`config.mk`:
```
export PLATFORM = sky130hd
export DESIGN_NAME = mix_column_engine_flat
export DESIGN_NICKNAME = d
export VERILOG_FILES = /design/src/rtl/mix_column_engine_if.sv /design/src/rtl/mix_column_engine.sv /design/src/flat_wrapper.sv
export SDC_FILE = /design/constraint.sdc
export NUM_CORES = 1
export LEC_CHECK = 0
export ABC_AREA = 1
export ABC_CLOCK_PERIOD_IN_PS = 5350
export CORE_MARGIN = 4
export CORE_UTILIZATION = 40
export CTS_CLUSTER_DIAMETER = 40
export CTS_CLUSTER_SIZE = 8
export DETAILED_ROUTE_END_ITERATION = 7
export GPL_TIMING_DRIVEN = 0
export PLACE_DENSITY = 0.68
export SLEW_MARGIN = 5
export SYNTH_ARGS = -nofsm -noshare
export SYNTH_HDL_FRONTEND = slang
export SYNTH_SLANG_ARGS = --single-unit
```
`constraint.sdc`:
```
create_clock -name clk -period 5.35 [get_ports clk]
set_clock_uncertainty 0.2 [all_clocks]
set_input_delay 1.07 -clock clk [delete_from_list [all_inputs] [get_ports clk]]
set_output_delay 1.07 -clock clk [all_outputs]
set_load 0.02 [all_outputs]
```
`src/rtl/mix_column_engine_if.sv`:
```
// Block handshake bus for mix_column_engine: input channel, output channel and busy status.
interface mix_column_engine_if;
    localparam int unsigned DATA_W = 128;

    logic              in_valid;
    logic              in_ready;
    logic [DATA_W-1:0] data_in;
    logic              inv;
    logic              out_valid;
    logic              out_ready;
    logic [DATA_W-1:0] data_out;
    logic              busy;

    modport master (
        output in_valid, data_in, inv, out_ready,
        input  in_ready, out_valid, data_out, busy
    );

    modport slave (
        input  in_valid, data_in, inv, out_ready,
        output in_ready, out_valid, data_out, busy
    );
endinterface

```
`src/rtl/mix_column_engine.sv`:
```
// Iterative AES MixColumns engine, COLS_PER_CYCLE columns per beat.
// Define MIX_COLUMN_INV_EN to build the InvMixColumns datapath selected per block by inv.
module mix_column_engine #(
    parameter int unsigned COLS_PER_CYCLE = 1
) (
    input  logic                clk,
    input  logic                rst,
    mix_column_engine_if.slave  bus
);
    localparam int unsigned NBEATS = 4 / COLS_PER_CYCLE;
    localparam int unsigned CNT_W  = (NBEATS > 1) ? $clog2(NBEATS) : 1;
    localparam int unsigned COL_W  = 32;
    localparam int unsigned DATA_W = 128;

    generate
        if (!(COLS_PER_CYCLE == 1 || COLS_PER_CYCLE == 2 || COLS_PER_CYCLE == 4)) begin : g_bad_cfg
            $error("mix_column_engine: COLS_PER_CYCLE must be 1, 2 or 4");
        end
    endgenerate

    typedef enum logic [1:0] {IDLE, BUSY, DONE} state_t;

    state_t             state, state_n;
    logic [CNT_W-1:0]   cnt, cnt_n;
    logic [DATA_W-1:0]  src, src_n;
    logic [DATA_W-1:0]  res, res_n;
    logic [DATA_W-1:0]  data_out_q, data_out_n;
    logic               in_ready_q, out_valid_q, busy_q;
    logic [6:0]         col_base;

    function automatic logic [7:0] xtime(input logic [7:0] b);
        return {b[6:0], 1'b0} ^ (b[7] ? 8'h1b : 8'h00);
    endfunction

    function automatic logic [31:0] mix_fwd(input logic [31:0] c);
        logic [7:0] s0, s1, s2, s3, d0, d1, d2, d3;
        s0 = c[7:0];   s1 = c[15:8];  s2 = c[23:16]; s3 = c[31:24];
        d0 = xtime(s0); d1 = xtime(s1); d2 = xtime(s2); d3 = xtime(s3);
        // 3*s is formed as xtime(s) ^ s
        return {d0 ^ s0 ^ s1 ^ s2 ^ d3,
                s0 ^ s1 ^ d2 ^ d3 ^ s3,
                s0 ^ d1 ^ d2 ^ s2 ^ s3,
                d0 ^ d1 ^ s1 ^ s2 ^ s3};
    endfunction

`ifdef MIX_COLUMN_INV_EN
    logic mode, mode_n;

    function automatic logic [31:0] mix_inv(input logic [31:0] c);
        logic [7:0] s [4];
        logic [7:0] m9 [4];
        logic [7:0] m11 [4];
        logic [7:0] m13 [4];
        logic [7:0] m14 [4];
        logic [7:0] x2, x4, x8;
        for (int i = 0; i < 4; i++) begin
            s[i]   = c[8*i +: 8];
            x2     = xtime(s[i]);
            x4     = xtime(x2);
            x8     = xtime(x4);
            m9[i]  = x8 ^ s[i];
            m11[i] = x8 ^ x2 ^ s[i];
            m13[i] = x8 ^ x4 ^ s[i];
            m14[i] = x8 ^ x4 ^ x2;
        end
        return {m11[0] ^ m13[1] ^ m9[2]  ^ m14[3],
                m13[0] ^ m9[1]  ^ m14[2] ^ m11[3],
                m9[0]  ^ m14[1] ^ m11[2] ^ m13[3],
                m14[0] ^ m11[1] ^ m13[2] ^ m9[3]};
    endfunction
`else
    logic unused_inv;
    assign unused_inv = bus.inv;
`endif

    // Next-state, beat datapath and output staging
    always_comb begin
        state_n    = state;
        cnt_n      = cnt;
        src_n      = src;
        res_n      = res;
        data_out_n = data_out_q;
        col_base   = '0;
`ifdef MIX_COLUMN_INV_EN
        mode_n     = mode;
`endif
        case (state)
            IDLE: begin
                if (bus.in_valid) begin
                    src_n   = bus.data_in;
                    cnt_n   = '0;
                    state_n = BUSY;
`ifdef MIX_COLUMN_INV_EN
                    mode_n  = bus.inv;
`endif
                end
            end
            BUSY: begin
                for (int unsigned k = 0; k < COLS_PER_CYCLE; k++) begin
                    col_base = 7'((32'(cnt) * COLS_PER_CYCLE + k) * COL_W);
`ifdef MIX_COLUMN_INV_EN
                    res_n[col_base +: COL_W] = mode ? mix_inv(src[col_base +: COL_W])
                                                    : mix_fwd(src[col_base +: COL_W]);
`else
                    res_n[col_base +: COL_W] = mix_fwd(src[col_base +: COL_W]);
`endif
                end
                if (cnt == CNT_W'(NBEATS - 1)) begin
                    cnt_n      = '0;
                    data_out_n = res_n;
                    state_n    = DONE;
                end else begin
                    cnt_n = cnt + CNT_W'(1);
                end
            end
            DONE: begin
                if (bus.out_ready) state_n = IDLE;
            end
            default: state_n = IDLE;
        endcase
    end

    // State register; handshake flags are decoded from the next state so they stay registered
    always_ff @(posedge clk or negedge rst) begin
        if (!rst) begin
            state       <= IDLE;
            cnt         <= '0;
            src         <= '0;
            res         <= '0;
            data_out_q  <= '0;
            in_ready_q  <= 1'b1;
            out_valid_q <= 1'b0;
            busy_q      <= 1'b0;
`ifdef MIX_COLUMN_INV_EN
            mode        <= 1'b0;
`endif
        end else begin
            state       <= state_n;
            cnt         <= cnt_n;
            src         <= src_n;
            res         <= res_n;
            data_out_q  <= data_out_n;
            in_ready_q  <= (state_n == IDLE);
            out_valid_q <= (state_n == DONE);
            busy_q      <= (state_n != IDLE);
`ifdef MIX_COLUMN_INV_EN
            mode        <= mode_n;
`endif
        end
    end

    assign bus.in_ready  = in_ready_q;
    assign bus.out_valid = out_valid_q;
    assign bus.data_out  = data_out_q;
    assign bus.busy      = busy_q;
endmodule

```
`src/flat_wrapper.sv`:
```
// flat-port wrapper written by rule: the top's interface ports become plain ports
module mix_column_engine_flat 
#(
    parameter int unsigned COLS_PER_CYCLE = 1
)
  (clk, rst, bus_in_valid, bus_data_in, bus_inv, bus_out_ready, bus_in_ready, bus_out_valid, bus_data_out, bus_busy);
  mix_column_engine_if bus_i ();
  input  logic clk;
  input  logic rst;
  input wire logic [$bits(bus_i.in_valid)-1:0] bus_in_valid;
  input wire logic [$bits(bus_i.data_in)-1:0] bus_data_in;
  input wire logic [$bits(bus_i.inv)-1:0] bus_inv;
  input wire logic [$bits(bus_i.out_ready)-1:0] bus_out_ready;
  output wire logic [$bits(bus_i.in_ready)-1:0] bus_in_ready;
  output wire logic [$bits(bus_i.out_valid)-1:0] bus_out_valid;
  output wire logic [$bits(bus_i.data_out)-1:0] bus_data_out;
  output wire logic [$bits(bus_i.busy)-1:0] bus_busy;
  assign bus_i.in_valid = bus_in_valid;
  assign bus_i.data_in = bus_data_in;
  assign bus_i.inv = bus_inv;
  assign bus_i.out_ready = bus_out_ready;
  assign bus_in_ready = bus_i.in_ready;
  assign bus_out_valid = bus_i.out_valid;
  assign bus_data_out = bus_i.data_out;
  assign bus_busy = bus_i.busy;
  mix_column_engine #(.COLS_PER_CYCLE(COLS_PER_CYCLE)) u_core (.clk(clk), .rst(rst), .bus(bus_i));
endmodule
```
==> impl_metrics.env, run 1 <==
export IMPL_clock_path_buffers=3
export IMPL_use_met2=0.397
export IMPL_tritoncts_num_buffers=66
export IMPL_cts_resized=0
export IMPL_syn_area_um2=19400
export IMPL_area_growth_pct=28.8
export IMPL_drive_gt1_frac=0.115
export IMPL_reg2reg_slack_ps=1720
export IMPL_dpl_worst_slack_ps=1740
export IMPL_grt_busiest_layer="met2"
export IMPL_clk_pin_slew_ps=50
export IMPL_slew_viol_final=0
export IMPL_synth_edf_count=0
export IMPL_synthFlopType="dfrtp_1"
export IMPL_synth_warnings=0
export IMPL_hold_path_class="input port to async pin"
export IMPL_coreArea_um2=47800
export IMPL_rsz0062_at_grt="no"
export IMPL_use_met3=0.0544
export IMPL_first_global_vias=18000
export IMPL_synth_cells=2436
export IMPL_synth_seq_cells=391
export IMPL_drc_errors=0
export IMPL_routed_wl_um=65500
export IMPL_num_rows=80
export IMPL_synth_xor_area_frac=0.00303
export IMPL_synth_compound_area_frac=0.0483
export IMPL_yosys_top_cells_count="nand2_1 (1249), dfrtp_1 (390), nand3_1 (165), mux2_2 (124), inv_1 (81)"
export IMPL_drtIter0Drc=1726
export IMPL_synth_yosys_seq_area_share=0.505
export IMPL_start_util=0.405
export IMPL_r2r_end="u_core.res[31]"
export IMPL_htreeDepth=3
export IMPL_setup_viol=0
export IMPL_dieArea_um2=52000
export IMPL_grt_overflow=0
export IMPL_diodes=0
export IMPL_wire_per_inst_um=19.2
export IMPL_min_period_ps=3630
export IMPL_insertion_delay_ps=600
export IMPL_antenna_found_initial=0
export IMPL_dp_hpwl_um=48800
export IMPL_status="complete, no violations"
export IMPL_drt_pass1_iterations=7
export IMPL_die_width_um=228
export IMPL_synth_simple_area_share=0.317
export IMPL_grt_util_met1=0.332
export IMPL_synthesis_nets=2575
export IMPL_synth_fa_ha_area_frac=0.00387
export IMPL_syn_avg_cell_area_um2=7.96
export IMPL_yosysMostFrequentCell="nand2_1"
export IMPL_portBuffers=262
export IMPL_finalCritPeriodShare=0.678
export IMPL_final_util=0.522
export IMPL_cp_end_kind="register"
export IMPL_cts_setup_buffers=0
export IMPL_io_pins=264
export IMPL_grt_max_degree=119
export IMPL_grt_usage=0.248
export IMPL_drt_vias_per_instance=5.27
export IMPL_vias=18000
export IMPL_synth_top_family_by_area="simple AND/OR/NAND/NOR gates"
export IMPL_cts_root_buf="clkbuf_16"
export IMPL_routabilityCongestion=0.942
export IMPL_die_h_um=228
export IMPL_reg2reg_depth=13
export IMPL_fmax_ghz=0.276
export IMPL_critical_path_required_ps=5660
export IMPL_crit_fanout=12
export IMPL_synth_mux_area_frac=0.0720
export IMPL_final_antenna_net_count=0
export IMPL_async_flop_share=1.00
export IMPL_worstMarginPinSlew_ps=904
export IMPL_grt_first_pass_wirelength_um=102000
export IMPL_final_setup_worst_slack_ps=1720
export IMPL_cts_hold_fix_buffers=0
export IMPL_cp_data_arrival_time_ps=3930
export IMPL_nNetsFinal=2908
export IMPL_critical_path_class="register to register"
export IMPL_cap_violations=0
export IMPL_netlist_top_cells_area="dfrtp_1 (50%), nand2_1 (24%), mux2_2 (7.2%)"
export IMPL_finalHoldViolations=0
export IMPL_slew_headroom=0.397
export IMPL_cts_num_sinks=391
export IMPL_cts_tree="done"
export IMPL_r2r_start="u_core.cnt[0]"
export IMPL_synth_top_area_cell="dfrtp_1"
export IMPL_synth_top_area_frac=0.503
export IMPL_yosysUniqueCellTypes=39
export IMPL_start_kind="register"
==> critical path, stage by stage, from the launching register on <==
cell      delay (ps)
dfrtp_1          460
buf_6            190
inv_6            100
buf_8            140
buf_6            200
ha_1             170
clkbuf_1         320
clkinv_1         390
nor4_4           560
buf_2            350
nand2_1          130
o21ai_1          150
nand2_1           70
o21ai_0           90
==> metrics by stage <==
step	TNS (ps)	cells	area [um^2]	hold WS [ps]
2_1_floorplan	0	2436	19400	249
3_3_place_gp	-5412150	3313	22800	261
6_report	0	3416	25000	248
4_1_cts	0	3416	25000	271
5_1_grt	0	3416	25000	292
3_5_place_dp	0	3316	22900	265
==> cell type report <==
cell class | instances | area [um^2]
Fill cell | 4458 | 22900
Inverter | 96 | 365
Tap cell | 615 | 769
Multi-Input combinational cell | 1822 | 8610
Timing Repair Buffer | 265 | 2710
Buffer | 127 | 626
Clock inverter | 19 | 310
Clock buffer | 81 | 1790
Sequential cell | 391 | 9790
==> metal layers <==
| layer | vias to the layer above | wire length [um] | part of all wire |
|---|---|---|---|
| li1 | 8440 | - | - |
| met1 | 8625 | 27800 | 0.42 |
| met2 | 790 | 30000 | 0.46 |
| met3 | 151 | 5100 | 0.078 |
| met4 | 0 | 2620 | 0.040 |
| met5 | - | 0 | 0 |
==> cells by family after synthesis <==
logic type,after synthesis
adders and majority gates,6
buffers and inverters,223
xor gates and xnor gates,5
AOI/OAI and AO/OA,166
and+or+nand+nor,1521
DFF,391
muxes,124
==> flip-flops by register name, indices dropped and copies added (netlist names) <==
| register | flops |
|---|---|
| u_core.bus.in_ready | 1 |
| u_core.bus.busy | 1 |
| u_core.bus.data_out | 128 |
| u_core.state | 2 |
| u_core.res | 128 |
| u_core.src | 128 |
| u_core.bus.out_valid | 1 |
| u_core.cnt | 2 |
==> worst max-delay path by stage <==
| stage | start | end | slack (ps) | cells after the start |
|---|---|---|---|---|
| after floorplan | u_core.cnt[0] | u_core.res[13] | 2760 | 13 |
| after global placement | rst | u_core.src[119] | -13940 | 1 |
| after detailed placement | bus_in_valid | u_core.src[121] | 1740 | 5 |
| after CTS | u_core.cnt[0] | u_core.res[31] | 1800 | 13 |
| after global routing | u_core.cnt[0] | u_core.res[31] | 1520 | 13 |
| final | u_core.cnt[0] | u_core.res[31] | 1720 | 13 |
==> cells in the final DEF (no fill, tap or decap), types with 26 or more instances in the layout <==
cell type	Yosys	layout
clkbuf_1	61	69
buf_2	26	26
nand2_1	1249	1249
nor2_1	35	35
o21ai_1	40	40
clkdlybuf4s50_1	0	261
nand4_1	29	29
clkbuf_16	0	67
o21ai_0	68	68
dfrtp_1	390	390
nand3_1	165	165
mux2_2	124	124
inv_1	81	81
Power of run 1 is left out: the tool's default activity adds up to more than one toggle a clock period on the data nets, which glitch-free logic cannot reach.
==> run 2, diff against run 1 <==
ABC_CLOCK_PERIOD_IN_PS = 3600   (was 5350)
clock period = 3.6 ns   (was 5.35 ns; I/O delays follow)
==> run 2 against run 1 <==
Global-route usage about the same. Sequential share of layout area down 0.053 points. Wire length is essentially flat. Setup slack got worse by 1500 ps. Critical path type unchanged. Core utilization grew 0.071 points. Hold slack gained 29 ps. First-iteration DRC count is 3.4% lower. Flip-flop and latch count unchanged. Largest cell class unchanged. Design area increased by 0.14%. Via count rose by 0.35%. Critical endpoint unchanged. Die area stayed put.
==> impl_metrics.env, run 2 (synthesized netlist as in run 1, its figures left out) <==
export IMPL_slew_headroom=0.394
export IMPL_crit_fanout=12
export IMPL_cap_violations=0
export IMPL_antenna_found_initial=0
export IMPL_dp_hpwl_um=48800
export IMPL_drive_gt1_frac=0.117
export IMPL_fmax_ghz=0.292
export IMPL_drt_pass1_iterations=7
export IMPL_dieArea_um2=52000
export IMPL_final_cell_mix="nand2_1 (1249), dfrtp_1 (390), clkdlybuf4s50_1 (261)"
export IMPL_portBuffers=262
export IMPL_hold_path_class="register to register"
export IMPL_cts_root_buf="clkbuf_16"
export IMPL_rsz0062_at_grt="yes"
export IMPL_finalCritPeriodShare=0.950
export IMPL_die_width_um=228
export IMPL_hold_depth=2
export IMPL_io_pins=264
export IMPL_finalHoldViolations=0
export IMPL_coreArea_um2=47800
export IMPL_critical_path_required_ps=3910
export IMPL_hp_start="u_core.bus.data_out[19]"
export IMPL_first_global_vias=18000
export IMPL_clock_path_buffers=3
export IMPL_drtIter0Drc=1667
export IMPL_die_h_um=228
export IMPL_clk_pin_slew_ps=50
export IMPL_start_util=0.405
export IMPL_start_kind="register"
export IMPL_final_common_cell="nand2_1"
export IMPL_worstSetupStartpoint="u_core.cnt[0]"
export IMPL_cts_tree="done"
export IMPL_tritoncts_num_buffers=66
export IMPL_grt_max_degree=119
export IMPL_drt_vias_per_instance=5.28
export IMPL_grt_usage=0.249
export IMPL_cp_end_kind="register"
export IMPL_cp_data_arrival_time_ps=3730
export IMPL_routed_wl_um=65600
export IMPL_cts_num_sinks=391
export IMPL_vias=18100
export IMPL_diodes=0
export IMPL_reg2reg_depth=14
export IMPL_insertion_delay_ps=600
export IMPL_setup_viol=0
export IMPL_slew_viol_final=0
export IMPL_critical_path_class="register to register"
export IMPL_nNetsFinal=2911
export IMPL_grt_overflow=0
export IMPL_status="complete, no violations"
export IMPL_area_growth_pct=29.0
export IMPL_min_period_ps=3420
export IMPL_final_antenna_net_count=0
export IMPL_grt_first_pass_wirelength_um=102000
export IMPL_drc_errors=0
export IMPL_wire_per_inst_um=19.2
export IMPL_num_rows=80
export IMPL_htreeDepth=3
export IMPL_fin_area_um2=25000
export IMPL_routabilityCongestion=0.942
export IMPL_r2r_start="u_core.cnt[0]"
export IMPL_placed_cell_area_um2=22900
export IMPL_worstMarginPinSlew_ps=909
[run 2: cell count changes in the layout (fill, tap and decap cells not counted)]
cell           previous run  this run
clkinv_1                  1         0
nor3_1                    1         0
nor3_2                    0         1
dlygate4sd3_1             0         1
clkinvlp_4                1         2
buf_4                     8        10
[run 2: timing repair]
action                                 in CTS  in global routing
hold buffers                                1                  0
resized for setup                           0                  2
setup endpoints to repair                   0                 54
endpoints found under the hold margin      84                  0
setup buffers                               0                  2
[run 2: critical path, cell delays in order, from the launching register on]
cell and delay [ps]:
dfrtp_1 470, buf_6 200, inv_6 100, buf_8 140
buf_6 190, ha_1 170, clkbuf_1 350, clkinvlp_4 350
nor4_4 260, buf_4 200, buf_2 240, nand2_1 120
o21ai_1 150, nand2_1 80, o21ai_0 90
[run 2: area by class of cell]
cell class | count | area, um^2
Tap cell | 615 | 769
Sequential cell | 391 | 9790
Clock buffer | 81 | 1790
Multi-Input combinational cell | 1822 | 8610
Fill cell | 4454 | 22800
Clock inverter | 19 | 310
Buffer | 127 | 626
Timing Repair Buffer | 268 | 2740
Inverter | 96 | 369
[run 2: stage by stage]
step,worst slack (ps),util,setup TNS (ps),hold WS (ps),instances
floorplan,1010,-,0,224,2436
global placement,-15340,0.476,-5959550,261,3313
detailed placement,86.2,0.478,0,265,3316
CTS,54.6,0.522,0,278,3417
global route,-5.04,0.522,-5.04,292,3419
finish,180,0.522,0,277,3419
[run 2: path summary, 6_finish.rpt]
path | endpoint | slack [ps]
setup / recovery | u_core.res[31] | 180
hold / removal | u_core.bus.data_out[19] | 280
setup reg to reg | u_core.res[31] | 180
hold reg to reg | u_core.bus.data_out[19] | 280
max in group asynchronous | u_core.src[115] | 1170
min in group asynchronous | u_core.bus.data_out[54] | 490
[run 2: per-layer routing]
metal	vias to the layer above	track usage	routed length, um
met3	159	0.0544	5000
met1	8681	0.332	27900
met4	0	0.0964	2630
met5	-	0	0
met2	785	0.397	30000
li1	8444	-	-
Power of run 2 is left out for the same reason.
